### src/rtl/wb_stage.sv
// Writeback stage: MEM/WB pipeline register, load-data extraction, result select
// and retired-instruction counter. Every output comes straight from a flop.
module wb_stage #(
  parameter int unsigned XLEN = 32
) (
  input  logic            clk,
  input  logic            rst,
  input  logic            stall_w,
  input  logic            flush_w,
  input  logic            valid_m,
  input  logic            regwrite_m,
  input  logic [1:0]      resultsrc_m,
  input  logic [2:0]      funct3_m,
  input  logic [4:0]      rd_m,
  input  logic [XLEN-1:0] aluresult_m,
  input  logic [XLEN-1:0] readdata_m,
  input  logic [XLEN-1:0] pcplus4_m,
  output logic            we3,
  output logic [4:0]      a3,
  output logic [XLEN-1:0] wd3,
  output logic            valid_w,
  output logic            misalign_w,
  output logic [31:0]     retire_cnt
);

  localparam int unsigned CNT_W = 32;
  localparam logic [1:0]  RES_LOAD = 2'b01;
  localparam logic [1:0]  RES_PC4  = 2'b10;

  logic [1:0]      off;
  logic [7:0]      byte_sel;
  logic [15:0]     half_sel;
  logic [XLEN-1:0] load_data;
  logic            load_misalign;
  logic            misalign;
  logic [XLEN-1:0] result;

  logic            we3_q, we3_d;
  logic [4:0]      a3_q, a3_d;
  logic [XLEN-1:0] wd3_q, wd3_d;
  logic            valid_q, valid_d;
  logic            misalign_q, misalign_d;
  logic [CNT_W-1:0] retire_cnt_q, retire_cnt_d;

  assign off = aluresult_m[1:0];

  // Lane selection and width/sign handling for loads
  always_comb begin
    byte_sel      = readdata_m[7:0];
    half_sel      = off[1] ? readdata_m[31:16] : readdata_m[15:0];
    load_data     = readdata_m;
    load_misalign = 1'b0;
    case (off)
      2'd0:    byte_sel = readdata_m[7:0];
      2'd1:    byte_sel = readdata_m[15:8];
      2'd2:    byte_sel = readdata_m[23:16];
      default: byte_sel = readdata_m[31:24];
    endcase
    case (funct3_m)
      3'b000: load_data = {{(XLEN-8){byte_sel[7]}}, byte_sel};
      3'b100: load_data = {{(XLEN-8){1'b0}}, byte_sel};
      3'b001: begin
        load_data     = {{(XLEN-16){half_sel[15]}}, half_sel};
        load_misalign = off[0];
      end
      3'b101: begin
        load_data     = {{(XLEN-16){1'b0}}, half_sel};
        load_misalign = off[0];
      end
      default: begin
        load_data     = readdata_m;
        load_misalign = (off != 2'b00);
      end
    endcase
  end

  always_comb begin
    result   = aluresult_m;
    misalign = valid_m && (resultsrc_m == RES_LOAD) && load_misalign;
    case (resultsrc_m)
      RES_LOAD: result = load_data;
      RES_PC4:  result = pcplus4_m;
      default:  result = aluresult_m;
    endcase
  end

  // Update priority: flush, then stall (hold), then capture
  always_comb begin
    we3_d        = we3_q;
    a3_d         = a3_q;
    wd3_d        = wd3_q;
    valid_d      = valid_q;
    misalign_d   = misalign_q;
    retire_cnt_d = retire_cnt_q;
    if (flush_w) begin
      we3_d      = 1'b0;
      a3_d       = 5'd0;
      wd3_d      = '0;
      valid_d    = 1'b0;
      misalign_d = 1'b0;
    end else if (!stall_w) begin
      we3_d        = valid_m && regwrite_m && (rd_m != 5'd0) && !misalign;
      a3_d         = rd_m;
      wd3_d        = result;
      valid_d      = valid_m;
      misalign_d   = misalign;
      retire_cnt_d = retire_cnt_q + CNT_W'(valid_m);
    end
  end

  always_ff @(posedge clk or posedge rst) begin
    if (rst) begin
      we3_q        <= 1'b0;
      a3_q         <= 5'd0;
      wd3_q        <= '0;
      valid_q      <= 1'b0;
      misalign_q   <= 1'b0;
      retire_cnt_q <= '0;
    end else begin
      we3_q        <= we3_d;
      a3_q         <= a3_d;
      wd3_q        <= wd3_d;
      valid_q      <= valid_d;
      misalign_q   <= misalign_d;
      retire_cnt_q <= retire_cnt_d;
    end
  end

  assign we3        = we3_q;
  assign a3         = a3_q;
  assign wd3        = wd3_q;
  assign valid_w    = valid_q;
  assign misalign_w = misalign_q;
  assign retire_cnt = retire_cnt_q;

endmodule

### config.mk
export PLATFORM = sky130hd
export DESIGN_NAME = wb_stage
export DESIGN_NICKNAME = d
export VERILOG_FILES = /design/src/rtl/wb_stage.sv
export SDC_FILE = /design/constraint.sdc
export NUM_CORES = 1
export LEC_CHECK = 0
export BUFFER_PORTS_ARGS = -buffer_cell sky130_fd_sc_hd__buf_2
export CORE_MARGIN = 4
export CORE_UTILIZATION = 46
export CTS_BUF_LIST = sky130_fd_sc_hd__clkbuf_8 sky130_fd_sc_hd__clkbuf_16
export CTS_CLUSTER_SIZE = 10
export DETAILED_ROUTE_END_ITERATION = 12
export GPL_ROUTABILITY_DRIVEN = 0
export PLACE_DENSITY = 0.82
export SKIP_LAST_GASP = 1
export SLEW_MARGIN = 20
export SYNTH_ARGS = -nofsm -noshare
export SYNTH_HDL_FRONTEND = slang
export SYNTH_SLANG_ARGS = --single-unit
### constraint.sdc
create_clock -name clk -period 4.5 [get_ports clk]
set_clock_uncertainty 0.2 [all_clocks]
set_input_delay 0.225 -clock clk [delete_from_list [all_inputs] [get_ports clk]]
set_output_delay 0.225 -clock clk [all_outputs]
set_load 0.03 [all_outputs]
==> impl_metrics.toml <==
[finish]
drive_gt1_share_pct = 36.06
mostFrequentLayoutCells = "183 x buf_2, 72 x dfrtp_1, 32 x nand2_1"
fill_cells = 757
finish.utilization_pct = 61.45
diodes = 0
synthToLayoutAreaGrowth_pct = 29.22
fin_cells = 707
final_common_cell = "buf_2"
design_area_mm2 = 0.005411
multi_input_area_mm2 = 0.002183
nets = 711
regArea_mm2 = 0.001802

[route]
final_antenna_net_count = 0
routedWlPerCell_um = 19.47
wirelength_um = 13770
via_per_inst = 6.185
drtPass1Iterations = 5
drt-initial-drc-count = 312
drc_errors = 0
dr_total_vias = 4373

[critical_path]
path_max_fanout = 7
cp-start-kind = "input port"
rrSetupSlack_ns = 2.15
crit_path_cell_trace = "dlygate4sd3_1 > buf_2 > ha_1 > ha_1 > or3b_1 > nor4_4 > nand4_1 > xnor2_1"
max_stage_delay_ns = 0.52
critical_path_class = "input port to register"
slowest_stage = "dlygate4sd3_1"
cp_data_arrival_time_ns = 2.57
crit_path_frequent_cell = "ha_1"
worstPathRequired_ns = 4.52
cp-end-kind = "register"

[global_routing]
grt_start_max_net_pins = 41
grt_pass1_vias = 4262
grt_pass1_wl_um = 21430
use_met2_pct = 40.83
grt.overflow.total = 0
grt_use_met1_pct = 33.31
track_usage_pct = 25.69
antenna_found_initial = 1
grt.busiest_layer = "met2"
met3_usage_pct = 6.841

[timing]
timing.fmax_mhz = 392.7
finalSetupViolations = 0
worst_slew_pin_slew_ns = 0.8304
post-route-period-util_pct = 56.59
tns_ns = 0
slew_violations = 0
rsz0062_at_grt = "no"
max_slew_margin_pct = 44.64
fin_crit_ns = 2.547
final_hold_viol_count = 0

[logic_synthesis]
ys_seq_elements = 72
synth_edf_count = 0
synth_area_leaders = "dfrtp_1 43%, xnor2_1 5.6%, o221ai_1 4.8%"
synth_top_flop_cell = "dfrtp_1"
synth.top_cell.area_share_pct = 43.02
synth.cell_area_mm2 = 0.004188
synth_nets = 536
syn_inst = 420
yosysSeqAreaShare_pct = 43.02
synth_warnings = 0
synth_top_area_cell = "dfrtp_1"
syn_area_per_cell_um2 = 9.971
async_flop_share_pct = 100.0
synth_cell_types = 55

[worst_hold_path]
hp-class = "input port to register"

[floorplan]
dieWidth_um = 103.4
dieArea_mm2 = 0.01069
io_pins = 184
initial_core_util_pct = 47.56
fp-row-count = 34
core_mm2 = 0.008806
die_h_um = 103.4

[clocking]
ctsResizeCount = 0
clk_pin_slew_ns = 0.08
cts_max_level = 3
clk_path_buf_depth = 2
cts_sinks = 72
cts_tree = "done"
clkLatencyLatePin_ns = 0.34
cts_root_buffer = "clkbuf_8"
cts_buffers = 9

[power_and_ir_drop]
leakage_uw = 0.002624
power_density_mw_per_mm2 = 322.7
max-vdd-ir-drop_mv = 0.1395

[run_status]
outcome = "finished, final reports clean"

[placed_design]
dp_cells = 684
dpl.hpwl_um = 10140
post_dp_cell_area_mm2 = 0.005100
numPortBuffers = 183

[job]
max_cap_viol_count = 0
routing by layer:
layer,share of wire [%],vias up
met3,9.2,48
met5,0.094,-
met1,40,2090
met4,3.5,2
met2,48,267
li1,-,1966
path summary, 6_finish.rpt:
check	from	to	cells past startpoint
setup / recovery	valid_m	retire_cnt[22]	8
hold / removal	pcplus4_m[26]	wd3[26]	4
setup reg to reg	retire_cnt[0]	retire_cnt[22]	6
hold reg to reg	retire_cnt[31]	retire_cnt[31]	1
max in group asynchronous	rst	retire_cnt[10]	4
min in group asynchronous	rst	wd3[10]	3
logic make-up after synthesis:
logic type	after synthesis	share of synthesized area, %
AOI/OAI and AO/OA	141	25.28
and+or+nand+nor	113	14.37
DFF	72	43.02
buffers and inverters	42	5.169
xor gates and xnor gates	30	6.274
muxes	18	4.691
adders and majority gates	4	1.195
Yosys cell counts, drive strengths merged, types with 4 or more instances:
library cell,n
mux2i,14
inv,9
a32o,9
ha,4
nor4,4
xnor2,27
a22oi,17
o21ai,29
a21oi,12
and4,6
clkbuf,23
nand3,11
and2,4
or3,6
buf,8
a31oi,8
nand4,10
a22o,15
nor2,26
o32ai,6
o211ai,7
o221ai,23
a221oi,6
dfrtp,72
nand2,32
worst max-delay path: cells and delay by family:
| kind | cells | cell delay (ns) |
|---|---|---|
| AND/OR/NAND/NOR | 3 | 1.17 |
| buffers and inverters | 2 | 0.67 |
| adder cells (fa/ha/maj) | 2 | 0.35 |
| XOR/XNOR | 1 | 0.16 |
stage by stage:
step | setup WS [ns] | hold slack (ns) | total power (µW)
2_1_floorplan | 2.122 | 0.1780 | 1016
3_3_place_gp | 2.131 | 0.1693 | 1165
3_5_place_dp | 1.970 | 0.1833 | 1175
4_1_cts | 1.922 | 0.005450 | 1752
5_1_grt | 1.821 | 0.004421 | 1832
6_report | 1.953 | 0.01393 | 1747
what timing repair did:
| action | CTS | global route |
|---|---|---|
| endpoints found under the hold margin | 39 | 0 |
| hold buffers | 8 | 0 |
| setup buffers | 0 | 0 |
cell type report:
type	count	area share [%]
Tap cell	108	2.497
Clock buffer	11	2.798
Multi-Input combinational cell	306	40.35
Sequential cell	72	33.29
Inverter	10	0.6936
Clock inverter	4	1.272
Timing Repair Buffer	196	19.10
sequential cells by signal, indices dropped and copies added (netlist names):
register,count
a3,5
valid_w,1
retire_cnt,32
misalign_w,1
we3,1
wd3,32
power by group:
part	switching (µW)	internal, µW	total, µW
registers	43.0	693	736
clock network	236	337	573
logic	280	157	437
No activity file was read; power rests on OpenSTA's default activity.
